File: src/rtl/banked_genblock_mem_pkg.sv
// Shared types and helpers for the banked memory block:
// copy-engine FSM states and the index-width helper.
package banked_genblock_mem_pkg;

    typedef enum logic [1:0] {
        IDLE,
        COPY,
        DONE
    } cp_state_e;

    // One-entry or one-bank builds still need a 1-bit index.
    function automatic int width_of(input int n);
        return (n > 1) ? $clog2(n) : 1;
    endfunction

endpackage

File: src/rtl/mem_bank.sv
// One DEPTH x DW storage bank: synchronous clear, one write port,
// whole contents exposed combinationally for the read/copy muxes.
module mem_bank #(
    parameter int DEPTH  = 8,
    parameter int DW     = 32,
    parameter int ADDR_W = 3
) (
    input  logic              clk,
    input  logic              i_rst,
    input  logic              i_we,
    input  logic [ADDR_W-1:0] i_waddr,
    input  logic [DW-1:0]     i_wdata,
    output logic [DW-1:0]     o_mem [DEPTH]
);

    logic [DW-1:0] r_mem [DEPTH];

    // NOTE: the storage array is cleared by reset because the block
    // promises all-zero contents afterwards; this keeps it in flops, not RAM.
    always_ff @(posedge clk) begin
        if (i_rst) begin
            for (int i = 0; i < DEPTH; i++) begin
                r_mem[i] <= '0;
            end
        end else if (i_we) begin
            r_mem[i_waddr] <= i_wdata;
        end
    end

    assign o_mem = r_mem;

endmodule

File: src/rtl/banked_genblock_mem.sv
// NUM_BANKS independent banks with a write demux, a registered read mux
// and a bank-to-bank copy engine; bank 0 is exported live.
module banked_genblock_mem
    import banked_genblock_mem_pkg::*;
#(
    parameter  int NUM_BANKS = 4,
    parameter  int DEPTH     = 8,
    parameter  int DW        = 32,
    localparam int ADDR_W    = width_of(DEPTH),
    localparam int BANK_W    = width_of(NUM_BANKS)
) (
    input  logic              clk,
    input  logic              rst,
    input  logic              wr_en,
    input  logic [BANK_W-1:0] wr_bank,
    input  logic [ADDR_W-1:0] wr_addr,
    input  logic [DW-1:0]     wr_data,
    output logic              wr_drop,
    input  logic              rd_en,
    input  logic [BANK_W-1:0] rd_bank,
    input  logic [ADDR_W-1:0] rd_addr,
    output logic              rd_valid,
    output logic [DW-1:0]     rd_data,
    input  logic              cp_start,
    input  logic [BANK_W-1:0] cp_src,
    input  logic [BANK_W-1:0] cp_dst,
    output logic              cp_busy,
    output logic              cp_done,
    output logic [DW-1:0]     bank0_o [DEPTH]
);

    cp_state_e         r_state;
    cp_state_e         w_state_nxt;
    logic [ADDR_W-1:0] r_cnt;
    logic [BANK_W-1:0] r_src;
    logic [BANK_W-1:0] r_dst;
    logic              r_rd_valid;
    logic [DW-1:0]     r_rd_data;
    logic              r_wr_drop;

    logic [DW-1:0]        w_bank_data [NUM_BANKS][DEPTH];
    logic [NUM_BANKS-1:0] w_we;
    logic [ADDR_W-1:0]    w_waddr [NUM_BANKS];
    logic [DW-1:0]        w_wdata [NUM_BANKS];
    logic [DW-1:0]        w_rd_word;
    logic [DW-1:0]        w_cp_word;
    logic                 w_wr_ok;
    logic                 w_wr_hits_dst;
    logic                 w_cp_ok;

    assign w_wr_ok       = wr_en && (int'(wr_bank) < NUM_BANKS) && (int'(wr_addr) < DEPTH);
    assign w_wr_hits_dst = (r_state == COPY) && (wr_bank == r_dst);
    assign w_cp_ok       = (int'(cp_src) < NUM_BANKS) && (int'(cp_dst) < NUM_BANKS);

    // NOTE: every always_comb output gets a default before any branch so
    // no path leaves it unassigned, which would infer a latch.
    always_comb begin
        w_rd_word = '0;
        for (int b = 0; b < NUM_BANKS; b++) begin
            if ((int'(rd_bank) == b) && (int'(rd_addr) < DEPTH)) begin
                w_rd_word = w_bank_data[b][rd_addr];
            end
        end
    end

    // Copy data comes from pre-edge storage, so a same-cycle write to
    // src[counter] is not seen by the copy.
    always_comb begin
        w_cp_word = '0;
        for (int b = 0; b < NUM_BANKS; b++) begin
            if (int'(r_src) == b) begin
                w_cp_word = w_bank_data[b][r_cnt];
            end
        end
    end

    always_comb begin
        for (int b = 0; b < NUM_BANKS; b++) begin
            w_we[b]    = 1'b0;
            w_waddr[b] = wr_addr;
            w_wdata[b] = wr_data;
            if ((r_state == COPY) && (int'(r_dst) == b)) begin
                w_we[b]    = 1'b1;
                w_waddr[b] = r_cnt;
                w_wdata[b] = w_cp_word;
            end else if (w_wr_ok && !w_wr_hits_dst && (int'(wr_bank) == b)) begin
                w_we[b] = 1'b1;
            end
        end
    end

    for (genvar b = 0; b < NUM_BANKS; b++) begin : gen_banks
        mem_bank #(
            .DEPTH  (DEPTH),
            .DW     (DW),
            .ADDR_W (ADDR_W)
        ) u_bank (
            .clk     (clk),
            .i_rst   (rst),
            .i_we    (w_we[b]),
            .i_waddr (w_waddr[b]),
            .i_wdata (w_wdata[b]),
            .o_mem   (w_bank_data[b])
        );
    end

    always_comb begin
        w_state_nxt = r_state;
        case (r_state)
            IDLE:    if (cp_start && w_cp_ok) w_state_nxt = COPY;
            COPY:    if (r_cnt == ADDR_W'(DEPTH - 1)) w_state_nxt = DONE;
            DONE:    w_state_nxt = IDLE;
            default: w_state_nxt = IDLE;
        endcase
    end

    // NOTE: sequential state uses non-blocking assignments so every flop
    // samples pre-edge values regardless of statement order.
    always_ff @(posedge clk) begin
        if (rst) begin
            r_state <= IDLE;
            r_cnt   <= '0;
            r_src   <= '0;
            r_dst   <= '0;
        end else begin
            r_state <= w_state_nxt;
            if ((r_state == IDLE) && (w_state_nxt == COPY)) begin
                r_cnt <= '0;
                r_src <= cp_src;
                r_dst <= cp_dst;
            end else if (r_state == COPY) begin
                r_cnt <= r_cnt + ADDR_W'(1);
            end
        end
    end

    always_ff @(posedge clk) begin
        if (rst) begin
            r_rd_valid <= 1'b0;
            r_rd_data  <= '0;
            r_wr_drop  <= 1'b0;
        end else begin
            r_rd_valid <= rd_en;
            if (rd_en) begin
                r_rd_data <= w_rd_word;
            end
            r_wr_drop <= w_wr_ok && w_wr_hits_dst;
        end
    end

    assign rd_valid = r_rd_valid;
    assign rd_data  = r_rd_data;
    assign wr_drop  = r_wr_drop;
    assign cp_busy  = (r_state == COPY);
    assign cp_done  = (r_state == DONE);
    assign bank0_o  = w_bank_data[0];

endmodule

File: config.mk
export PLATFORM = sky130hd
export DESIGN_NAME = banked_genblock_mem
export DESIGN_NICKNAME = d
export VERILOG_FILES = /design/src/rtl/banked_genblock_mem_pkg.sv /design/src/rtl/mem_bank.sv /design/src/rtl/banked_genblock_mem.sv
export SDC_FILE = /design/constraint.sdc
export NUM_CORES = 2
export LEC_CHECK = 0
export BUFFER_PORTS_ARGS = -buffer_cell sky130_fd_sc_hd__buf_2
export CAP_MARGIN = 20
export CELL_PAD_IN_SITES_DETAIL_PLACEMENT = 0
export CELL_PAD_IN_SITES_GLOBAL_PLACEMENT = 2
export CORE_ASPECT_RATIO = 0.5
export CORE_MARGIN = 5
export CORE_UTILIZATION = 40
export DETAILED_ROUTE_END_ITERATION = 10
export PLACE_DENSITY = 0.88
export SLEW_MARGIN = 5
export SYNTH_ARGS = -nofsm -noshare
export SYNTH_HDL_FRONTEND = slang
export SYNTH_SLANG_ARGS = --single-unit
File: constraint.sdc
create_clock -name clk -period 4 [get_ports clk]
set_input_delay 0.8 -clock clk [delete_from_list [all_inputs] [get_ports clk]]
set_output_delay 0.8 -clock clk [all_outputs]
set_load 0.05 [all_outputs]
## Yosys cells after proc, flatten, opt, wreduce, memory -nomap -nowiden

Cells that the tools add are included.

| word-level totals | value |
|---|---|
| input bits | 51 |
| word-level logic and storage cells | 159 |
| output and inout bits | 292 |
| bits in registers | 1067 |

| operators by class | value |
|---|---|
| equal/unequal tests | 17 |
| reduce and logical (&&, ||, !) cells | 23 |
| order comparisons | 10 |
| $add $sub $neg | 1 |
| multiplexer cells | 63 |
| bitwise gates (word level) | 6 |

Operators with widths:

| cell | number |
|---|---|
| $bwmux W256 | 4 |
| $mux W32 | 32 |
| $bmux W32 S3 | 8 |
| $demux W32 S3 | 4 |
| $ge A4 B4 Y1 const B | 6 |
| $not A3 Y4 | 6 |
| $eq A2 B2 Y1 const B | 9 |
| $logic_and A1 B1 Y1 | 16 |
| $lt A4 B1 Y1 const B | 4 |
| $eq A2 B1 Y1 const B | 6 |
| $mux W3 | 4 |
| $logic_not A2 Y1 | 5 |
| $mux W1 | 8 |
| $mux W2 | 2 |
| $pmux W2 S2 | 1 |
| $add A3 B1 Y3 const B | 1 |
| $eq A3 B3 Y1 const B | 1 |
| $eq A2 B2 Y1 | 1 |
| $reduce_or A2 Y1 | 1 |
| $logic_not A1 Y1 | 1 |

## Depth between registers and ports, before layout

| logic depth | value |
|---|---|
| depth in word-level cells | 10 |
| depth in mapped cells | 14 |
| gate-level depth less buffers | 6 |

## Hierarchy

Synthesis repeated with hierarchy kept, for this count alone.

| second synthesis, totals | value |
|---|---|
| cells, all modules | 5924 |
| area total of the unflattened synthesis | 60735.8 µm² |

Modules (own cells, without submodules):

| module | times used | area each (µm²) | cells an instance | sequential area each (µm²) |
|---|---|---|---|---|
| mem_bank | 4 | 10032.1 | 906 | 5124.9 |
| banked_genblock_mem | 1 | 20607.3 | 2300 | 860.8 |

## Worst setup path before layout

OpenSTA, ideal clock, no wires.

| timing | value |
|---|---|
| path kind | input to register |
| from | input rd_addr[0] |
| to | register r_rd_data[29], in the netlist rd_data[29] |
| path slack | 0.902 ns |
| setup time | 0.119 ns |
| data required time | 3.881 ns |
| cell stages on the path | 8 |
| buffers on the path | 4 |
| arrival time | 2.980 ns |
| cell sequence | clkbuf_1 buf_2 buf_1 buf_2 mux4_2 a22oi_1 o211ai_1 o221a_2 |

| between the ends | value |
|---|---|
| longest elaborated chain between the ends | 8 |

Ends and longest elaborated chain:

| item | RTL line | RTL |
|---|---|---|
| start: declaration | banked_genblock_mem.sv:21 | `input logic [ADDR_W-1:0] rd_addr,` |
| $not A3 Y4 (not written as such) (*) | banked_genblock_mem.sv:61 | `w_rd_word = w_bank_data[b][rd_addr];` |
| $bmux W32 S3 | banked_genblock_mem.sv:61 |  |
| $mux W32 (not written as such) (2 in a row) | banked_genblock_mem.sv:61 |  |
| $mux W32 (3 in a row) | banked_genblock_mem.sv:60 | `if ((int'(rd_bank) == b) && (int'(rd_addr) < DEPTH)) begin` |
| $mux W32 (*) | banked_genblock_mem.sv:60 |  |
| end signal: assignment | banked_genblock_mem.sv:145 | `r_rd_data <= w_rd_word;` |
| end: declaration | banked_genblock_mem.sv:38 | `logic [DW-1:0] r_rd_data;` |

Every way passes the cells marked *; elsewhere a longest branch is shown, timed or not. The select of a mux whose other input is x is not followed.
A chain may end at the register's enable or synchronous reset.

## Worst setup path after layout

| timing | value |
|---|---|
| from | register r_cnt[0] |
| to | register gen_banks[0].u_bank.r_mem (netlist bit gen_banks[0].u_bank.o_mem[21]) |

| between the ends | value |
|---|---|
| longest elaborated chain between the ends | 10 |

Ends and longest elaborated chain:

| item | RTL line | RTL |
|---|---|---|
| start: declaration | banked_genblock_mem.sv:34 | `logic [ADDR_W-1:0] r_cnt;` |
| start signal: assignment | banked_genblock_mem.sv:132 | `r_cnt <= r_cnt + ADDR_W'(1);` |
| $not A3 Y4 (not written as such) | banked_genblock_mem.sv:72 | `w_cp_word = w_bank_data[b][r_cnt];` |
| $bmux W32 S3 | banked_genblock_mem.sv:72 |  |
| $mux W32 (not written as such) (2 in a row) | banked_genblock_mem.sv:72 |  |
| $mux W32 (4 in a row) | banked_genblock_mem.sv:71 | `if (int'(r_src) == b) begin` |
| $mux W32 | banked_genblock_mem.sv:82 | `if ((r_state == COPY) && (int'(r_dst) == b)) begin` |
| $bwmux W256 (*) | mem_bank.sv:26 | `r_mem[i_waddr] <= i_wdata;` |
| end signal: indexed assignment | mem_bank.sv:26 |  |
| end: declaration | mem_bank.sv:16 | `logic [DW-1:0] r_mem [DEPTH];` |

Marks and branches as above.

==> impl_metrics.env <==
export IMPL_multiInputGateArea_mm2=0.0323
export IMPL_ys_types=69
export IMPL_crit_path_max_fanout=27
export IMPL_synth_top_cell_area_share_pct=38.1
export IMPL_crit_top_cell="nand2_1"
export IMPL_period_needed_ns=3.79
export IMPL_clock_root_buffer="clkbuf_16"
export IMPL_reg2reg_from="r_cnt[0]$_SDFFE_PP0P_"
export IMPL_final_max_slew_viol_count=0
export IMPL_dpl_hpwl_um=174000
export IMPL_cap_violations=0
export IMPL_io_pins=343
export IMPL_port_buffers=342
export IMPL_r2r_slack_ns=0.21
export IMPL_reg2reg_to="gen_banks[0].u_bank.o_mem[21]$_SDFFE_PP0P_"
export IMPL_crit_start="r_cnt[0]$_SDFFE_PP0P_"
export IMPL_max_stage_delay_ns=0.91
export IMPL_p_leak_nw=22.3
export IMPL_grt_pass1_vias=49500
export IMPL_cp_slowest_cell="o21ai_4"
export IMPL_crit_path_start_kind="flop"
export IMPL_synthCells=5490
export IMPL_yosysWarnings=0
export IMPL_grt_first_pass_wirelength_um=357000
export IMPL_worstPathArrival_ns=4.42
export IMPL_critical_path_cell_chain="buf_4 > and2_1 > nand2_1 > o21ai_4 > nand2_1 > o221ai_1"
export IMPL_cts_max_level=3
export IMPL_hold_slack_ns=0.406
export IMPL_area_growth_pct=15.5
export IMPL_row_count=97
export IMPL_yosysTopAreaCell="dfxtp_1"
export IMPL_p_clk_share_pct=44.8
export IMPL_cts_buffers=105
export IMPL_netSwitchingFraction_pct=28.1
export IMPL_clock_latency_ns=0.76
export IMPL_setup_tns_ns=0
export IMPL_antenna_left=0
export IMPL_synth_area_leaders="dfxtp_1 (38%), mux4_2 (18%), a211oi_1 (5.0%), o221ai_1 (4.6%), nand3_1 (4.1%)"
export IMPL_hold_violations=0
export IMPL_crit_family="compound AO/OA/AOI/OAI gates"
export IMPL_whs_path_depth=3
export IMPL_whs_endpoint="r_dst[0]$_SDFFE_PP0P_"
export IMPL_clock_sinks=1067
export IMPL_clock_skew_ns=0.0398
export IMPL_setup_viol=0
export IMPL_grtUsageTotal_pct=32.4
export IMPL_die_h_um=275
export IMPL_via_per_inst=6.97
export IMPL_drt_iter0_drc=7927
export IMPL_path_clk_slew_ns=0.07
export IMPL_hp_start="cp_dst[0]"
export IMPL_drtPass1Iterations=7
export IMPL_drive_gt1_share_pct=26.3
export IMPL_synth_async_reset_ratio_pct=0
export IMPL_initial_utilization_pct=40.2
export IMPL_register_area_mm2=0.0214
export IMPL_yosysMostFrequentCell="dfxtp_1"
export IMPL_critPathBufInv=1
export IMPL_status="completed"
export IMPL_switching_power_mw=7.33
export IMPL_die_area_mm2=0.148
export IMPL_wirelength_um=250000
export IMPL_synth_edf_count=0
export IMPL_intPower_mw=18.8
export IMPL_rr_worst_depth=6
export IMPL_pwr_share_comb_pct=13.0
export IMPL_pwr_share_seq_pct=42.2
export IMPL_netlist_top_cells_count="dfxtp_1 (1,067), mux4_2 (455), nand3_1 (455)"
export IMPL_cts_resized=0
export IMPL_finalCritPeriodShare_pct=94.6
export IMPL_rsz0062_at_grt="no"
export IMPL_grt_overflow=0
export IMPL_syn_nets=5543
export IMPL_coreArea_mm2=0.140
export IMPL_cts_setup_buffers=0
export IMPL_peakVddDrop_uv=363
export IMPL_worstMarginPinSlew_ns=1.09
export IMPL_die_w_um=540
export IMPL_wl_per_cell_um=32.7
export IMPL_worstSetupEndpointType="flop"
export IMPL_clock_path_buffers=3
export IMPL_critical_path_required_ns=4.64
export IMPL_yosys_most_used_dff="dfxtp_1"
export IMPL_timing_worst_setup_path_type="reg -> reg"
export IMPL_relSlewSlack_pct=27.4
export IMPL_place_congestion=0.958
export IMPL_synth_seq_cells=1067
export IMPL_drc=0
export IMPL_cts_tree="yes"
export IMPL_seq_area_frac_synth_pct=38.1
export IMPL_grt_max_degree=164
export IMPL_antenna_found_initial=14
export IMPL_fin_nets=5710
export IMPL_cts_hold_buf=0
export IMPL_power_density_mw_per_mm2=403
export IMPL_vias=53300
export IMPL_avgSynthCellArea_um2=10.2
export IMPL_fillers=12900
export IMPL_fmax_ghz=0.264
export IMPL_hp_class="in -> reg"
export IMPL_syn_area_mm2=0.0561
export IMPL_fin_util_pct=46.4
[tightest hold or removal path: cells and delay by family]
family	cells	cell delay, ns
AND/OR/NAND/NOR	1	0.08
multiplexers	1	0.09
buffers and inverters	1	0.15
[flip-flops by register name (all words and copies together) (netlist names)]
name	cells
wr_drop	1
r_cnt	3
gen_banks.u_bank.o_mem	1024
rd_data	32
r_state	2
r_src	2
r_dst	2
rd_valid	1
[per-stage QoR]
step                area [µm²]  worst slack (ns)  std cells  total power [mW]
floorplan                56100             0.902       5490              13.2
global placement         60700             0.524       7427              14.5
detailed placement       60800             0.415       7429              14.5
CTS                      64700             0.348       7628              26.0
global route             64800             0.199       7635              26.7
finish                   64800             0.215       7643              26.1
[how the worst max path moves through the flow]
| stage | slack, ns | cells past startpoint | endpoint |
|---|---|---|---|
| final | 0.21 | 6 | gen_banks[0].u_bank.o_mem[21]$_SDFFE_PP0P_ |
| after global placement | 0.52 | 6 | gen_banks[0].u_bank.o_mem[39]$_SDFFE_PP0P_ |
| after floorplan | 0.90 | 8 | rd_data[29]$_SDFFE_PP0P_ |
| after CTS | 0.35 | 6 | gen_banks[0].u_bank.o_mem[21]$_SDFFE_PP0P_ |
| after detailed placement | 0.41 | 6 | gen_banks[0].u_bank.o_mem[21]$_SDFFE_PP0P_ |
| after global routing | 0.20 | 6 | gen_banks[0].u_bank.o_mem[21]$_SDFFE_PP0P_ |
[placed cells by master (no fill, tap or decap), types with 136 or more instances in the layout]
master | synthesis | final
dfxtp_1 | 1067 | 1064
nor2_1 | 420 | 417
nand2_1 | 364 | 364
o221ai_1 | 295 | 295
mux4_2 | 455 | 455
buf_2 | 131 | 336
buf_4 | 32 | 307
a211oi_1 | 372 | 372
nand3_1 | 455 | 454
o21ai_0 | 162 | 162
o32ai_1 | 136 | 136
mux2i_1 | 217 | 217
[power by group through the flow]
stage | logic [mW] | clock network [mW] | registers [mW]
floorplan | 1.79 | 0 | 11.4
CTS | 3.28 | 11.7 | 11.0
global route | 3.48 | 12.2 | 11.0
finish | 3.40 | 11.7 | 11.0
detailed placement | 3.28 | 0 | 11.2
global placement | 3.23 | 0 | 11.2
[cell families after synthesis]
kind of cell	share of synthesized area, %
muxes	22.4
and+or+nand+nor	12.5
AOI/OAI and AO/OA	21.9
adders and majority gates	0.0446
DFF	38.1
xor gates and xnor gates	0.0468
buffers and inverters	5.08
[final cells by class]
cell class	count	area share, %
diodes	13	0.0502
clock buffers	142	4.72
clock inverters	57	1.44
inverters	5	0.0405
multi-input cells	3798	49.9
flip-flops and latches	1067	33.0
well taps	1881	3.63
repair buffers	680	7.27
[per-layer routing]
layer	track usage [%]	vias to the layer above	wire (µm)
met5	0.158	-	56
met4	13.5	8	11800
met3	10.4	590	34900
met2	47.2	3826	106000
met1	44.3	26700	97800
li1	-	22100	-
No activity file was read; power rests on OpenSTA's default activity.
